`config.mk`:
```
export PLATFORM = sky130hd
export DESIGN_NAME = multi_port_free_list_flat
export DESIGN_NICKNAME = d
export VERILOG_FILES = /design/src/rtl/multi_port_free_list_if.sv /design/src/rtl/multi_port_free_list.sv /design/src/flat_wrapper.sv
export SDC_FILE = /design/constraint.sdc
export NUM_CORES = 1
export LEC_CHECK = 0
export BUFFER_PORTS_ARGS = -buffer_cell sky130_fd_sc_hd__buf_2
export CORE_MARGIN = 2
export CORE_UTILIZATION = 35
export CTS_BUF_LIST = sky130_fd_sc_hd__clkbuf_8
export CTS_CLUSTER_DIAMETER = 40
export DETAILED_ROUTE_END_ITERATION = 8
export PLACE_DENSITY = 0.56
export RECOVER_POWER = 100
export REMOVE_ABC_BUFFERS = 1
export SYNTH_ARGS = -nofsm -noshare
export SYNTH_HDL_FRONTEND = slang
export SYNTH_SLANG_ARGS = --single-unit
```
`constraint.sdc`:
```
create_clock -name clk -period 16.6 [get_ports clk]
set_clock_uncertainty 0.05 [all_clocks]
set_input_delay 4.15 -clock clk [delete_from_list [all_inputs] [get_ports clk]]
set_output_delay 4.15 -clock clk [all_outputs]
set_load 0.01 [all_outputs]
```
`src/rtl/multi_port_free_list_if.sv`:
```
// Rename-side view of the physical register free list: allocation, free,
// checkpoint restore and occupancy status.
interface multi_port_free_list_if #(
  parameter int DEPTH     = 32,
  parameter int PHYS_BITS = 6,
  parameter int DEQ_PORTS = 2,
  parameter int ENQ_PORTS = 2
);
  localparam int PTR = $clog2(DEPTH);
  localparam int CW  = $clog2(DEQ_PORTS + 1);

  logic [CW-1:0]                         deq_cnt;
  logic                                  deq_ok;
  logic [DEQ_PORTS-1:0][PHYS_BITS-1:0]   deq_preg;
  logic [DEQ_PORTS-1:0]                  deq_vld;
  logic [ENQ_PORTS-1:0]                  enq_vld;
  logic [ENQ_PORTS-1:0][PHYS_BITS-1:0]   enq_preg;
  logic                                  flush;
  logic [PTR:0]                          ckpt_head;
  logic [PTR:0]                          cur_head;
  logic [PTR:0]                          count;
  logic                                  empty;
  logic                                  full;
  logic                                  ovf_err;

  modport master (
    output deq_cnt, enq_vld, enq_preg, flush, ckpt_head,
    input  deq_ok, deq_preg, deq_vld, cur_head, count, empty, full, ovf_err
  );

  modport slave (
    input  deq_cnt, enq_vld, enq_preg, flush, ckpt_head,
    output deq_ok, deq_preg, deq_vld, cur_head, count, empty, full, ovf_err
  );
endinterface

```
`src/rtl/multi_port_free_list.sv`:
```
// Circular free list of physical register indices: multi-port allocate at
// the head, compacted multi-port free at the tail, head restore on flush.
module free_list_rd_lane #(
  parameter int DEPTH     = 32,
  parameter int PHYS_BITS = 6,
  parameter int LANE      = 0
) (
  input  logic [DEPTH-1:0][PHYS_BITS-1:0] data,
  input  logic [$clog2(DEPTH):0]          head,
  input  logic [$clog2(DEPTH):0]          count,
  output logic [PHYS_BITS-1:0]            preg,
  output logic                            vld
);
  localparam int PTR = $clog2(DEPTH);
  localparam logic [PTR-1:0] OFF    = PTR'(LANE);
  localparam logic [PTR:0]   LANE_P = (PTR+1)'(LANE);

  logic [PTR-1:0] idx;

  assign idx  = head[PTR-1:0] + OFF;
  assign preg = data[idx];
  assign vld  = count > LANE_P;
endmodule

module multi_port_free_list #(
  parameter int DEPTH     = 32,
  parameter int PHYS_BITS = 6,
  parameter int INIT_BASE = 32,
  parameter int DEQ_PORTS = 2,
  parameter int ENQ_PORTS = 2
) (
  input  logic                    clk,
  input  logic                    rst_n,
  multi_port_free_list_if.slave   fl
);
  localparam int PTR = $clog2(DEPTH);
  localparam int PW  = PTR + 1;
  localparam logic [PTR:0] DEPTH_P = PW'(DEPTH);
  localparam logic [PTR:0] ONE     = PW'(1);

  logic [DEPTH-1:0][PHYS_BITS-1:0]     data;
  logic [PTR:0]                        head, tail, count, req, grant, space, n_acc;
  logic                                deq_ok, ovf_err, ovf_now;
  logic [ENQ_PORTS-1:0]                wr_en;
  logic [ENQ_PORTS-1:0][PTR-1:0]       wr_idx;
  logic [DEQ_PORTS-1:0][PHYS_BITS-1:0] lane_preg;
  logic [DEQ_PORTS-1:0]                lane_vld;

  assign count  = tail - head;
  assign req    = PW'(fl.deq_cnt);
  assign deq_ok = count >= req;
  // Flush suppresses the head advance, so a flush cycle grants nothing.
  assign grant  = (deq_ok && !fl.flush) ? req : '0;
  assign space  = DEPTH_P - (count - grant);

  genvar k;
  generate
    for (k = 0; k < DEQ_PORTS; k++) begin : g_lane
      free_list_rd_lane #(
        .DEPTH     (DEPTH),
        .PHYS_BITS (PHYS_BITS),
        .LANE      (k)
      ) u_lane (
        .data  (data),
        .head  (head),
        .count (count),
        .preg  (lane_preg[k]),
        .vld   (lane_vld[k])
      );
    end
  endgenerate

  // Active frees pack into consecutive tail slots; late ports lose on overflow.
  always_comb begin
    n_acc   = '0;
    ovf_now = 1'b0;
    wr_en   = '0;
    wr_idx  = '0;
    for (int j = 0; j < ENQ_PORTS; j++) begin
      if (fl.enq_vld[j]) begin
        if (n_acc < space) begin
          wr_en[j]  = 1'b1;
          wr_idx[j] = tail[PTR-1:0] + n_acc[PTR-1:0];
          n_acc     = n_acc + ONE;
        end else begin
          ovf_now = 1'b1;
        end
      end
    end
  end

  always_ff @(posedge clk or negedge rst_n) begin
    if (!rst_n) begin
      head    <= '0;
      tail    <= DEPTH_P;
      ovf_err <= 1'b0;
      for (int i = 0; i < DEPTH; i++)
        data[i] <= PHYS_BITS'(INIT_BASE + i);
    end else begin
      head <= fl.flush ? fl.ckpt_head : head + grant;
      tail <= tail + n_acc;
      if (ovf_now) ovf_err <= 1'b1;
      for (int j = 0; j < ENQ_PORTS; j++)
        if (wr_en[j]) data[wr_idx[j]] <= fl.enq_preg[j];
    end
  end

  assign fl.deq_ok   = deq_ok;
  assign fl.deq_preg = lane_preg;
  assign fl.deq_vld  = lane_vld;
  assign fl.cur_head = head;
  assign fl.count    = count;
  assign fl.empty    = (count == '0);
  assign fl.full     = (count == DEPTH_P);
  assign fl.ovf_err  = ovf_err;
endmodule

```
`src/flat_wrapper.sv`:
```
// flat-port wrapper written by rule: the top's interface ports become plain ports
module multi_port_free_list_flat 
#(
  parameter int DEPTH     = 32,
  parameter int PHYS_BITS = 6,
  parameter int INIT_BASE = 32,
  parameter int DEQ_PORTS = 2,
  parameter int ENQ_PORTS = 2
)
  (clk, rst_n, fl_deq_cnt, fl_enq_vld, fl_enq_preg, fl_flush, fl_ckpt_head, fl_deq_ok, fl_deq_preg, fl_deq_vld, fl_cur_head, fl_count, fl_empty, fl_full, fl_ovf_err);
  multi_port_free_list_if #(.DEPTH(DEPTH), .PHYS_BITS(PHYS_BITS), .DEQ_PORTS(DEQ_PORTS), .ENQ_PORTS(ENQ_PORTS)) fl_i ();
  input  logic clk;
  input  logic rst_n;
  input wire logic [$bits(fl_i.deq_cnt)-1:0] fl_deq_cnt;
  input wire logic [$bits(fl_i.enq_vld)-1:0] fl_enq_vld;
  input wire logic [$bits(fl_i.enq_preg)-1:0] fl_enq_preg;
  input wire logic [$bits(fl_i.flush)-1:0] fl_flush;
  input wire logic [$bits(fl_i.ckpt_head)-1:0] fl_ckpt_head;
  output wire logic [$bits(fl_i.deq_ok)-1:0] fl_deq_ok;
  output wire logic [$bits(fl_i.deq_preg)-1:0] fl_deq_preg;
  output wire logic [$bits(fl_i.deq_vld)-1:0] fl_deq_vld;
  output wire logic [$bits(fl_i.cur_head)-1:0] fl_cur_head;
  output wire logic [$bits(fl_i.count)-1:0] fl_count;
  output wire logic [$bits(fl_i.empty)-1:0] fl_empty;
  output wire logic [$bits(fl_i.full)-1:0] fl_full;
  output wire logic [$bits(fl_i.ovf_err)-1:0] fl_ovf_err;
  assign fl_i.deq_cnt = fl_deq_cnt;
  assign fl_i.enq_vld = fl_enq_vld;
  assign fl_i.enq_preg = fl_enq_preg;
  assign fl_i.flush = fl_flush;
  assign fl_i.ckpt_head = fl_ckpt_head;
  assign fl_deq_ok = fl_i.deq_ok;
  assign fl_deq_preg = fl_i.deq_preg;
  assign fl_deq_vld = fl_i.deq_vld;
  assign fl_cur_head = fl_i.cur_head;
  assign fl_count = fl_i.count;
  assign fl_empty = fl_i.empty;
  assign fl_full = fl_i.full;
  assign fl_ovf_err = fl_i.ovf_err;
  multi_port_free_list #(.DEPTH(DEPTH), .PHYS_BITS(PHYS_BITS), .INIT_BASE(INIT_BASE), .DEQ_PORTS(DEQ_PORTS), .ENQ_PORTS(ENQ_PORTS)) u_core (.clk(clk), .rst_n(rst_n), .fl(fl_i));
endmodule
```
==> flow_summary.yaml <==
status:
  status: "complete, but fails checks"
  failed_checks: "max-capacitance violations, max-slew violations"
route:
  wl_per_cell_um: 26.0
  total_via_count_in_the_routed_design: 9567
  drt_first_pass_iters: 7
  met2RoutedLength_mm: 19.5
  top_layer_used: "met4"
  drt_wl_total_mm: 43.2
  met1_length_mm: 20.7
  drcViolationCount: 0
  viasPerCell: 5.76
  antenna_violating_nets_post_route: 0
  drt-initial-drc-count: 755
  wl_met3_mm: 2.36
floorplan:
  start_util: 0.355
  io_pins: 55
  std_cell_rows: 75
  floorplan.die_area_mm2: 0.0442
  die_height_um: 210
  core_region_area_mm2: 0.0419
  dieWidth_um: 210
placed_design:
  portBuffers: 54
  post-place-ws_ps: 7100
  hpwl_mm: 28.4
  post_dp_cell_area_mm2: 0.0155
  routabilityCongestion: 0.857
critical_path:
  nature_of_the_critical_path_endpoint: "output pin"
  combined_buffer_and_inverter_count_along_the_critical_path: 4
  critical_path.cell_chain: "clkbuf_1, buf_4, nand3_1, xnor2_1, clkbuf_1, mux4_2, mux2_1, buf_2"
  crit_path_max_fanout: 52
  crit_type: "reg2out"
  cp_common_cell: "sky130_fd_sc_hd__clkbuf_1"
  cp_data_arrival_time_ps: 7460
  slowest_stage: "sky130_fd_sc_hd__clkbuf_1"
  worst-endpoint-required_ps: 12400
  critPathMaxStageDelay_ps: 3020
  cp_top_family: "buffers and inverters"
  critical_path.startpoint_type: "flop"
sta:
  finalSetupTns_ps: 0
  worstMarginPinSlew_ps: 4720
  slew_headroom: -2.15
  setup_slack_ps: 4940
  maxClockFrequency_mhz: 85.8
  fin_hold_ws_ps: 438
  setup-violations-final: 0
  timing.final.crit_share: 0.702
  hold_violation_count_in_the_final_report: 0
  period_minus_slack_ps: 11660
  grt_setup_unrepaired: "no"
  drv_slew: 317
grt:
  grt-ovfl-total: 0
  first_global_vias: 9593
  grt_pass1_wl_mm: 65.6
  pin_count_of_the_biggest_net_entering_global_routing: 87
  grt_antenna_before_repair: 1
  gr-usage-all-layers: 0.200
synth:
  synth-warning-count: 0
  synth_area_leader_cell: "sky130_fd_sc_hd__dfstp_2"
  gate_count_after_technology_mapping: 1067
  postSynthAreaPerCell_um2: 13.9
  synth.lib_cells_used.distinct: 65
  synth_ff_type: "sky130_fd_sc_hd__dfstp_2"
  postSynthRegisterBits: 205
  synth_seq_area_share: 0.354
  synthesis.area_mm2: 0.0149
  post-synth-top-area-fraction: 0.200
  postSynth.asyncResetShare: 1.00
  synth_edf_count: 0
  ys_top_cells_by_area: "sky130_fd_sc_hd__dfstp_2 (20%), sky130_fd_sc_hd__mux4_2 (18%), sky130_fd_sc_hd__dfrtp_1 (15%)"
clock_tree:
  number_of_buffers_created_by_cts: 46
  clock_insertion_delay_worst_skew_ps: 600
  cts_root_buf: "sky130_fd_sc_hd__clkbuf_8"
  clock_tree.buffer_depth: 3
  clock_sink_count: 205
  cts_setup_buffers: 0
  cts-hold-fix-buffers: 0
  ctsHtreeMaxLevel: 2
  cts_tree: "built"
  path_clk_slew_ps: 50
  cts-resized-gates: 0
layout:
  synthToLayoutAreaGrowth_pct: 8.22
  multiInputGateArea_mm2: 0.00888
  design.final.nets: 1130
  final-seq-area_mm2: 0.00528
  layout.filler_cells: 3963
  finish.instance_area_mm2: 0.0161
  post_route_cells_drive_above_1_share: 0.504
  final_core_util: 0.384
  diodes: 0
power:
  power.density_cell_area_mw_per_mm2: 196
  leakage_uw: 0.00636
  vdd_drop_max_v: 0.0000682
run:
  timing.max_cap.violations: 5
hold_path:
  min_delay_path_class: "reg2reg"
-- through the flow --
step / std cells / total power, uW
final: 1662 / 3160
after global routing: 1662 / 3350
after CTS: 1662 / 3220
after detailed placement: 1576 / 2640
after global placement: 1576 / 2600
after floorplan: 975 / 2160
-- registers in the layout, indices dropped and copies added (netlist names) --
name	flops
u_core.fl.ovf_err	1
u_core.fl.cur_head	6
u_core.data	192
u_core.tail	6
-- cells in the final DEF, fill, tap and decap left out, types with 7 or more instances in the layout --
cell and count:
sky130_fd_sc_hd__a21oi_1 8, sky130_fd_sc_hd__nor3_2 29, sky130_fd_sc_hd__xnor2_1 7, sky130_fd_sc_hd__xor2_1 7
sky130_fd_sc_hd__clkbuf_1 28, sky130_fd_sc_hd__nor2_1 11, sky130_fd_sc_hd__buf_2 31, sky130_fd_sc_hd__ha_1 15
sky130_fd_sc_hd__nand2_1 58, sky130_fd_sc_hd__dfstp_2 113, sky130_fd_sc_hd__mux4_2 120, sky130_fd_sc_hd__clkbuf_8 52
sky130_fd_sc_hd__mux2_2 184, sky130_fd_sc_hd__o21ai_0 8, sky130_fd_sc_hd__nor3_1 14, sky130_fd_sc_hd__dfrtp_1 90
sky130_fd_sc_hd__inv_1 36, sky130_fd_sc_hd__clkinv_2 8, sky130_fd_sc_hd__mux2_1 203, sky130_fd_sc_hd__nor2b_1 7
sky130_fd_sc_hd__nand3_1 10
-- final cells by class --
| cell class | count | share of cell area |
|---|---|---|
| multi-input cells | 753 | 0.552 |
| clock buffers | 52 | 0.0445 |
| clock inverters | 34 | 0.0126 |
| inverters | 17 | 0.00396 |
| well taps | 539 | 0.0419 |
| repair buffers | 62 | 0.0176 |
| flip-flops and latches | 205 | 0.328 |
-- cell usage after synthesis (all sizes together), types with 5 or more instances --
master,number
mux4,120
nand2,60
buf,35
nor2b,7
nor3,43
xor2,7
nor2,12
dfstp,113
xnor2,8
and3b,7
clkbuf,57
nand2b,5
o21ai,8
inv,15
dfrtp,92
ha,16
mux2,393
a21oi,9
nand3,10
-- per-layer routing --
metal,track usage,vias to the layer above
met5,0,-
met1,0.302,5105
met3,0.0295,39
li1,-,4135
met2,0.301,288
met4,0.0482,0
-- path summary, 6_finish.rpt --
path	slack, ps	start	cells past startpoint	to
worst max register to register	5230	u_core.fl.cur_head[1]	23	u_core.data[82]
worst min register to register	440	u_core.fl.ovf_err	1	u_core.fl.ovf_err
worst min-delay path	440	u_core.fl.ovf_err	1	u_core.fl.ovf_err
worst max-delay path	4940	u_core.fl.cur_head[0]	8	fl_deq_preg[9]
max in group asynchronous	6130	rst_n	2	u_core.data[60]
min in group asynchronous	5200	rst_n	1	u_core.data[164]
-- power by group --
group          switching, uW  leakage (uW)  internal, uW  total [uW]
registers                194       0.00231           836        1030
logic                    732       0.00350           831        1560
clock network            248      0.000550           318         566
total                   1170       0.00636          1980        3160
-- cell families (layout without fill, tap and decap cells) --
| kind of cell | count (synthesis) | in the layout | synth area share |
|---|---|---|---|
| mux | 515 | 515 | 0.489 |
| flops | 205 | 205 | 0.354 |
| simple gates | 163 | 163 | 0.0738 |
| buf+inv | 109 | 165 | 0.0351 |
| compound gates | 39 | 39 | 0.0190 |
| fa+ha+maj | 21 | 21 | 0.0195 |
| xor+xnor | 15 | 15 | 0.00883 |
(Power assumes the default switching activity.)
